--- src/rtl/perf_snapshot_reader_if.sv ---
// Bus bundle for perf_snapshot_reader: the counter block's CSR read/write port
// plus the valid/ready snapshot stream toward the trace/debug consumer.
interface perf_snapshot_reader_if;
  logic [11:0] addr_o;
  logic        we_o;
  logic [63:0] wdata_o;
  logic [63:0] rdata_i;
  logic        valid_o;
  logic        ready_i;
  logic [4:0]  idx_o;
  logic        last_o;
  logic [63:0] sample_o;

  modport master (
    output addr_o, we_o, wdata_o,
    input  rdata_i,
    output valid_o, idx_o, last_o, sample_o,
    input  ready_i
  );

  modport slave (
    input  addr_o, we_o, wdata_o,
    output rdata_i,
    input  valid_o, idx_o, last_o, sample_o,
    output ready_i
  );
endinterface

--- src/rtl/perf_snapshot_reader.sv ---
// Sweeps mhpmcounter3.. over the counter CSR port into a snapshot FIFO, periodically or on trigger.
// Define PERF_SNAPSHOT_CLEAR_EN to zero each counter after it is read (delta reporting).
module perf_snapshot_reader #(
  // Standalone defaults matching ariane_pkg::MHPMCounterNum
  parameter int unsigned NumCounters = 6,
  parameter int unsigned FifoDepth   = 4,
  parameter int unsigned PeriodWidth = 16
) (
  input  logic                   clk_i,
  input  logic                   rst_i,
  input  logic                   enable_i,
  input  logic [PeriodWidth-1:0] period_i,
  input  logic                   trigger_i,
  input  logic                   clear_overrun_i,
  output logic                   busy_o,
  output logic [7:0]             overrun_o,
  perf_snapshot_reader_if.master bus
);

  localparam logic [11:0] CsrMhpmCounter3 = 12'hB03;  // riscv::CSR_MHPM_COUNTER_3
  localparam int unsigned PtrW  = (FifoDepth > 1) ? $clog2(FifoDepth) : 1;
  localparam int unsigned CntW  = $clog2(FifoDepth + 1);
  localparam logic [4:0]  LastK = 5'(NumCounters - 1);

  typedef enum logic [1:0] {IDLE, READ, CLEAR} state_e;

  typedef struct packed {
    logic [4:0]  idx;
    logic        last;
    logic [63:0] value;
  } entry_t;

  state_e     state;
  logic [4:0] k;

  // ---------------- request generation ----------------
  logic [PeriodWidth-1:0] pcnt;
  logic                   period_active;
  logic                   tick;
  logic                   req;

  assign period_active = enable_i && (period_i != '0);
  assign tick          = period_active && (pcnt == '0);
  assign req           = trigger_i || tick;

  always_ff @(posedge clk_i) begin
    if (rst_i || !period_active) begin
      pcnt <= '0;
    end else if (pcnt == '0) begin
      pcnt <= period_i - PeriodWidth'(1);
    end else begin
      pcnt <= pcnt - PeriodWidth'(1);
    end
  end

  always_ff @(posedge clk_i) begin
    if (rst_i || clear_overrun_i) begin
      overrun_o <= '0;
    end else if (req && busy_o && (overrun_o != 8'hFF)) begin
      overrun_o <= overrun_o + 8'd1;
    end
  end

  // ---------------- snapshot FIFO ----------------
  entry_t          mem [FifoDepth];
  logic [PtrW-1:0] wr_ptr, rd_ptr;
  logic [CntW-1:0] count;
  logic            full, push, pop;
  entry_t          head;

  // NOTE: full comes from the registered count, so a pop in the same cycle cannot free room for a push.
  assign full = (count == CntW'(FifoDepth));
  assign push = (state == READ) && !full;
  assign pop  = bus.valid_o && bus.ready_i;

  function automatic logic [PtrW-1:0] ptr_inc(input logic [PtrW-1:0] p);
    return (p == PtrW'(FifoDepth - 1)) ? '0 : p + 1'b1;
  endfunction

  // NOTE: storage is deliberately not reset; count alone decides which entries are visible.
  always_ff @(posedge clk_i) begin
    if (push) begin
      mem[wr_ptr] <= '{idx: k, last: (k == LastK), value: bus.rdata_i};
    end
  end

  always_ff @(posedge clk_i) begin
    if (rst_i) begin
      wr_ptr <= '0;
      rd_ptr <= '0;
      count  <= '0;
    end else begin
      if (push) wr_ptr <= ptr_inc(wr_ptr);
      if (pop)  rd_ptr <= ptr_inc(rd_ptr);
      case ({push, pop})
        2'b10:   count <= count + CntW'(1);
        2'b01:   count <= count - CntW'(1);
        default: count <= count;
      endcase
    end
  end

  assign head         = mem[rd_ptr];
  assign bus.valid_o  = (count != '0);
  assign bus.idx_o    = head.idx;
  assign bus.last_o   = head.last;
  assign bus.sample_o = head.value;
  assign bus.wdata_o  = '0;

  // ---------------- sweep FSM ----------------
`ifdef PERF_SNAPSHOT_CLEAR_EN
  always_ff @(posedge clk_i) begin
    if (rst_i) begin
      state      <= IDLE;
      k          <= '0;
      busy_o     <= 1'b0;
      bus.addr_o <= '0;
      bus.we_o   <= 1'b0;
    end else begin
      case (state)
        IDLE: if (req) begin
          state      <= READ;
          k          <= '0;
          busy_o     <= 1'b1;
          bus.addr_o <= CsrMhpmCounter3;
        end
        READ: if (!full) begin
          state    <= CLEAR;
          bus.we_o <= 1'b1;
        end
        CLEAR: begin
          bus.we_o <= 1'b0;
          if (k == LastK) begin
            state      <= IDLE;
            k          <= '0;
            busy_o     <= 1'b0;
            bus.addr_o <= '0;
          end else begin
            state      <= READ;
            k          <= k + 5'd1;
            bus.addr_o <= CsrMhpmCounter3 + {7'd0, k + 5'd1};
          end
        end
        default: state <= IDLE;
      endcase
    end
  end
`else
  assign bus.we_o = 1'b0;

  always_ff @(posedge clk_i) begin
    if (rst_i) begin
      state      <= IDLE;
      k          <= '0;
      busy_o     <= 1'b0;
      bus.addr_o <= '0;
    end else begin
      case (state)
        IDLE: if (req) begin
          state      <= READ;
          k          <= '0;
          busy_o     <= 1'b1;
          bus.addr_o <= CsrMhpmCounter3;
        end
        READ: if (!full) begin
          if (k == LastK) begin
            state      <= IDLE;
            k          <= '0;
            busy_o     <= 1'b0;
            bus.addr_o <= '0;
          end else begin
            k          <= k + 5'd1;
            bus.addr_o <= CsrMhpmCounter3 + {7'd0, k + 5'd1};
          end
        end
        default: state <= IDLE;
      endcase
    end
  end
`endif

endmodule

--- src/flat_wrapper.sv ---
// flat-port wrapper written by rule: the top's interface ports become plain ports
module perf_snapshot_reader_flat 
#(
                                                            
  parameter int unsigned NumCounters = 6,
  parameter int unsigned FifoDepth   = 4,
  parameter int unsigned PeriodWidth = 16
)
  (clk_i, rst_i, enable_i, period_i, trigger_i, clear_overrun_i, busy_o, overrun_o, bus_addr_o, bus_we_o, bus_wdata_o, bus_rdata_i, bus_valid_o, bus_idx_o, bus_last_o, bus_sample_o, bus_ready_i);
  perf_snapshot_reader_if bus_i ();
  input  logic clk_i;
  input  logic rst_i;
  input  logic enable_i;
  input  logic [PeriodWidth-1:0] period_i;
  input  logic trigger_i;
  input  logic clear_overrun_i;
  output logic busy_o;
  output logic [7:0] overrun_o;
  output wire logic [$bits(bus_i.addr_o)-1:0] bus_addr_o;
  output wire logic [$bits(bus_i.we_o)-1:0] bus_we_o;
  output wire logic [$bits(bus_i.wdata_o)-1:0] bus_wdata_o;
  input wire logic [$bits(bus_i.rdata_i)-1:0] bus_rdata_i;
  output wire logic [$bits(bus_i.valid_o)-1:0] bus_valid_o;
  output wire logic [$bits(bus_i.idx_o)-1:0] bus_idx_o;
  output wire logic [$bits(bus_i.last_o)-1:0] bus_last_o;
  output wire logic [$bits(bus_i.sample_o)-1:0] bus_sample_o;
  input wire logic [$bits(bus_i.ready_i)-1:0] bus_ready_i;
  assign bus_addr_o = bus_i.addr_o;
  assign bus_we_o = bus_i.we_o;
  assign bus_wdata_o = bus_i.wdata_o;
  assign bus_i.rdata_i = bus_rdata_i;
  assign bus_valid_o = bus_i.valid_o;
  assign bus_idx_o = bus_i.idx_o;
  assign bus_last_o = bus_i.last_o;
  assign bus_sample_o = bus_i.sample_o;
  assign bus_i.ready_i = bus_ready_i;
  perf_snapshot_reader #(.NumCounters(NumCounters), .FifoDepth(FifoDepth), .PeriodWidth(PeriodWidth)) u_core (.clk_i(clk_i), .rst_i(rst_i), .enable_i(enable_i), .period_i(period_i), .trigger_i(trigger_i), .clear_overrun_i(clear_overrun_i), .busy_o(busy_o), .overrun_o(overrun_o), .bus(bus_i));
endmodule
--- config.mk ---
export PLATFORM = sky130hd
export DESIGN_NAME = perf_snapshot_reader_flat
export DESIGN_NICKNAME = d
export VERILOG_FILES = /design/src/rtl/perf_snapshot_reader_if.sv /design/src/rtl/perf_snapshot_reader.sv /design/src/flat_wrapper.sv
export SDC_FILE = /design/constraint.sdc
export NUM_CORES = 1
export LEC_CHECK = 0
export BUFFER_PORTS_ARGS = -buffer_cell sky130_fd_sc_hd__buf_2
export CORE_ASPECT_RATIO = 0.6
export CORE_UTILIZATION = 50
export CTS_CLUSTER_SIZE = 25
export DETAILED_ROUTE_END_ITERATION = 6
export MAX_ROUTING_LAYER = met4
export PLACE_DENSITY = 0.84
export SLEW_MARGIN = 15
export SYNTH_ARGS = -nofsm -noshare
export SYNTH_HDL_FRONTEND = slang
export SYNTH_SLANG_ARGS = --single-unit
--- constraint.sdc ---
create_clock -name clk_i -period 4.7 [get_ports clk_i]
set_input_delay 0.235 -clock clk_i [delete_from_list [all_inputs] [get_ports clk_i]]
set_output_delay 0.235 -clock clk_i [all_outputs]
set_load 0.02 [all_outputs]
Word-level counts from Yosys, hierarchy flattened
Memory sizes are Yosys's and may differ from the RTL's. A register that Yosys moved wholly into a read port is not among the register bits.
Index checks and enable logic that the tools add are counted.
{ "op_classes": {"add_sub_neg": 9, "n_eq_ne": 11, "muxes": 24, "reduce_logical": 20} }
{ "op_table": {"columns": ["cell", "n"], "rows": [
  ["$mux 12", 3],
  ["$sub 16x1->16 const B", 2],
  ["$pmux 12 s2", 1],
  ["$logic_not 16->1", 1],
  ["$mux 16", 1],
  ["$reduce_bool 16->1", 1],
  ["$mux 5", 3],
  ["$mux 2", 7],
  ["$add 12x5->12 const A", 1],
  ["$pmux 5 s2", 1],
  ["$add 8x1->8 const B", 1],
  ["$ne 8x8->1 const B", 1],
  ["$eq 2x2->1 const B", 3],
  ["$logic_and 1x1->1", 6],
  ["$pmux 3 s2", 1],
  ["$reduce_and 3->1", 2],
  ["$add 5x1->5 const B", 1],
  ["$eq 5x3->1 const B", 1],
  ["$mux 1", 5],
  ["$add 2x1->2 const B", 2],
  ["$eq 2x1->1 const B", 2],
  ["$ne 2x2->1 const B", 2],
  ["$pmux 2 s2", 1],
  ["$reduce_and 4->1", 1],
  ["other kinds (10)", 14]
]} }
{ "totals": {"register_bits": 51, "mem_bits_rw": 280, "output_inout_bits": 157, "mem_count": 1} }
{ "memory_table": {"columns": ["memory", "words", "width", "rd", "rd_ports_with_merged_regs", "write_ports", "line", "source"], "rows": [
  ["u_core.mem", 4, 70, 1, 1, 1, "perf_snapshot_reader.sv:65", "entry_t mem [FifoDepth];"]
]} }

Depth between registers and ports, before layout
{ "logic_depth": {"depth_word": 6, "mapped_depth": 12} }

Least setup slack after synthesis
Ideal clock, no wire load.
{ "synth_timing": {"kind": "register -> register", "from": "register u_core.busy_o (netlist name)", "to": "memory u_core.mem[0][0] in the netlist's numbering (enable)", "setup_ps": 436, "t_arrival_ps": 2304, "required_ps": 4264, "path_slack_ps": 1960, "stages_incl_launch_ff": 2, "period_less_slack_ps": 2740, "path_cell_list": "dfxtp_1 and3_1"} }
{ "synth_lines": {"columns": ["element", "line"], "rows": [
  ["end: declaration", "perf_snapshot_reader.sv:65"]
]} }

Worst setup path after layout
{ "layout_timing": {"from": "register u_core.pcnt[0]", "to": "register u_core.pcnt[8]"} }
{ "layout_between": {"elab_chain_len": 2, "word_cells_on_any_way": 3, "classes_between": "add/sub (1); mux (1); reduce/logical (1)"} }
{ "layout_lines": {"columns": ["element", "line", "source"], "rows": [
  ["start: declaration", "perf_snapshot_reader.sv:37", "logic [PeriodWidth-1:0] pcnt;"],
  ["start signal: assignment", "perf_snapshot_reader.sv:50", "pcnt <= period_i - PeriodWidth'(1);"],
  ["start signal: assignment", "perf_snapshot_reader.sv:52", "pcnt <= pcnt - PeriodWidth'(1);"],
  ["$sub 16x1->16 or $logic_not 16->1 (tied branches)", "perf_snapshot_reader.sv:52, perf_snapshot_reader.sv:49", null],
  ["$mux 16 *", "perf_snapshot_reader.sv:49", "end else if (pcnt == '0) begin"]
]} }
Mark *: on every way between the ends. The rest lies on a longest branch, timed or not.
A chain may end at the register's enable or synchronous reset.

==> results_tabular.tex <==
\begin{tabular}{lr}
\hline
Metric & Value \\
\hline
\multicolumn{2}{l}{\textbf{Critical path}} \\
Data arrival at the endpoint of the critical path & 3.64 ns \\
Data required time at the worst endpoint & 5.13 ns \\
Slack of the worst reg-to-reg path & 1.48 ns \\
Maximum fanout along the worst path & 12 \\
Worst Setup Path Type & flip-flop to flip-flop \\
Crit path launch type & flip-flop \\
Endpoint kind of the worst setup timing path & flip-flop \\
\multicolumn{2}{l}{\textbf{Floorplan}} \\
Site row count & 45 \\
Total Die Area & approximately 27000 sq um \\
Y dimension of the die & 127 um \\
Die outline width & roughly 210 um \\
Starting Density & 51.4\% \\
Boundary Pins & 243 \\
Floorplan Core Area & $\sim$26000 sq um \\
\multicolumn{2}{l}{\textbf{Synthesis}} \\
Share of flip-flops with an asynchronous set or reset & 0\% \\
Cell type with the highest aggregate area in the netlist & edfxtp\_1 \\
Most used DFF post-synth & edfxtp\_1 \\
Number of storage elements in the synthesis netlist & between 300 and 400 \\
Number of enable flip-flop cells after synthesis & 280 \\
Mean instance size in the synthesized netlist & 17.7 sq um \\
Library cells used by synthesis & 57 \\
Count of warnings emitted by yosys & 0 \\
Cell types with the highest counts after synthesis & edfxtp\_1 (280), buf\_4 (72), mux4\_2 (70), dfxtp\_1 (46), nor2\_1 (35) \\
Ranking of synthesized cells by area & edfxtp\_1 (64\%), mux4\_2 (12\%), dfxtp\_1 (7.0\%), buf\_4 (4.1\%), a21oi\_1 (1.2\%) \\
Synthesized netlist cell count & 740 \\
Top-area cell type share of the netlist area & 64.1\% \\
Synth Cell Area & roughly 13000 sq um \\
Sequential cell area fraction in the yosys report & 71.1\% \\
Most repeated cell in the gate-level netlist after synthesis & edfxtp\_1 \\
\multicolumn{2}{l}{\textbf{Global route}} \\
Remaining Overflow, GRT & 0 \\
Via count of the first global-routing pass & approximately 7300 \\
Largest net degree at the start of global routing & 71 \\
Wire length of the first global-routing pass & 41.3 mm \\
Met2 usage in global routing & 31.8\% \\
Met1 capacity usage during global routing & 28.5\% \\
Layer with the highest usage after global routing & met2 \\
Met3 capacity usage during global routing & 5.33\% \\
Antenna violations before repair & 0 \\
Global routing usage summed across all routing layers & 20.8\% \\
\multicolumn{2}{l}{\textbf{Drt}} \\
Initial drt markers & 565 \\
Via density per instance & 5.31 \\
Drt first pass iters & 5 \\
Wire length reported by the detailed router & 27.0 mm \\
Per-cell routed wire length & around 20 um \\
Post-route ant nets & 0 \\
DRC Markers & 0 \\
Total vias in the final route & about 7200 \\
\multicolumn{2}{l}{\textbf{Power and ir drop}} \\
Cell area power density & 579 nW/um\^{}2 \\
Peak supply drop & around 0.00034 V \\
Static leakage & 5.66 nW \\
\multicolumn{2}{l}{\textbf{Status}} \\
Result of the run & complete, no violations \\
\multicolumn{2}{l}{\textbf{Placement}} \\
Port Buffers & 174 \\
GPL Wtd Cong & roughly 0.92 \\
Total half-perimeter wirelength after legalization and detailed placement & 16.2 mm \\
\multicolumn{2}{l}{\textbf{Clock tree}} \\
Number of CTS-inserted buffers & 29 \\
Clock latency on the worst-skew pair & 0.54 ns \\
Deepest clock path buffer count & 3 \\
TritonCTS clock tree & yes \\
Number of post-CTS setup repair buffers & 0 \\
Clk slew on worst S/H paths & 0.07 ns \\
Root buffer cell & clkbuf\_16 \\
CTS HTree Levels & 1 \\
Sinks on the clock net & 326 \\
\multicolumn{2}{l}{\textbf{STA}} \\
Actual slew at the worst max-slew pin & 1.04 ns \\
Max Clk Rate & 311 MHz \\
Min Tclk post-route & 3.22 ns \\
Sum of negative setup slack & 0 ns \\
Period utilization & roughly two thirds \\
Count of final hold-check violations & 0 \\
Post-route clock skew & 0.00953 ns \\
Final-report max-slew violation count & 0 \\
Headroom to the max-slew limit & 30.8\% \\
RSZ-0062 raised after global routing & no \\
Count of endpoints failing setup in the final report & 0 \\
\multicolumn{2}{l}{\textbf{Layout}} \\
Area Overhead vs Synth & 20.7\% \\
\# nets final & 1092 \\
Number of diodes & 0 \\
Post-Route Utilization & 62.1\% \\
Fraction of final layout cells sized beyond drive strength 1 & between 30 and 40\% \\
\multicolumn{2}{l}{\textbf{Worst hold path}} \\
Worst hold-check path type & input pin to flip-flop \\
\multicolumn{2}{l}{\textbf{Job}} \\
Max-cap violations & 0 \\
\hline
\end{tabular}
[critical path: stages (launching register included)]
cell     delay [ns]
dfxtp_1        0.35
nor4_1         0.53
nand4_1        0.16
buf_4          0.21
nor3_2         0.54
a21oi_1        0.18
ha_1           0.27
nor3b_1        0.16
o21ai_1        0.22
or3_1          0.21
mux2i_1        0.19
a21oi_1        0.08
[path summary, 6_finish.rpt]
check | cells past startpoint | from | to
worst max-delay path | 11 | u_core.pcnt[0] | u_core.pcnt[8]
worst min-delay path | 4 | period_i[14] | u_core.pcnt[14]
worst max register to register | 11 | u_core.pcnt[0] | u_core.pcnt[8]
worst min register to register | 1 | u_core.bus.addr_o[4] | u_core.bus.addr_o[4]
[report_power, final]
part           switching [mW]  internal, mW  leakage [nW]
clock network            1.03          1.46         0.488
registers               0.296          3.51          2.94
logic                    1.69          1.19          2.24
total                    3.01          6.16          5.66
[timing repair]
action,4_1_cts,5_1_grt
hold buffers,69,0
gates resized for setup,0,0
setup endpoints to repair,0,0
hold endpoints to repair,262,0
[routing by layer]
| metal | vias to the layer above | part of all wire [%] |
|---|---|---|
| met3 | 33 | 7.7 |
| met5 | - | 0 |
| met4 | 0 | 1.7 |
| met1 | 3652 | 44 |
| li1 | 3280 | - |
| met2 | 283 | 46 |
[cell families after synthesis]
| kind of cell | count (synthesis) | synth area share [%] |
|---|---|---|
| other cells | 1 | 0.0286 |
| flops | 326 | 71.1 |
| compound gates | 76 | 3.81 |
| xor+xnor | 18 | 1.20 |
| buf+inv | 109 | 5.21 |
| mux | 75 | 12.4 |
| fa+ha+maj | 13 | 1.30 |
| simple gates | 122 | 4.91 |
[layout make-up]
type	instances	area, sq um
clock buffers	30	729
clock inverters	22	274
fillers	1836	9680
inverters	12	45.0
multi-input cells	372	3370
flip-flops and latches	326	9340
well taps	352	440
repair buffers	252	1630
[through the flow]
step                      total power [mW]  hold slack, ns  instance area (sq um)  cells  setup WS (ns)
after floorplan                       5.89           0.334                  13400    807           1.96
after global placement                6.62           0.436                  14100   1245           1.64
after detailed placement              6.67           0.438                  14100   1245           1.57
after CTS                             9.20          0.0333                  15800   1366           1.55
after global routing                  9.61          0.0790                  15800   1366           1.21
final                                 9.17          0.0615                  15800   1366           1.48
[state kept, by name (all words and copies together), names as in the netlist, 2 cells and up, named ones only]
signal	cells
u_core.mem	280
u_core.pcnt	16
u_core.overrun_o	8
u_core.bus.addr_o	7
u_core.k	5
u_core.count	3
u_core.rd_ptr	2
u_core.wr_ptr	2
[layout by cell type (no fill, tap or decap), types with 10 or more instances in the layout]
cell,count
xor2_1,11
nor2_1,35
ha_1,12
clkbuf_16,29
mux4_2,70
dlygate4sd3_1,69
or3_1,10
nor3_1,14
nand2_1,20
conb_1,68
o21ai_0,10
buf_2,174
a21oi_1,31
dfxtp_1,44
inv_1,11
edfxtp_1,280
(Power assumes the default switching activity.)
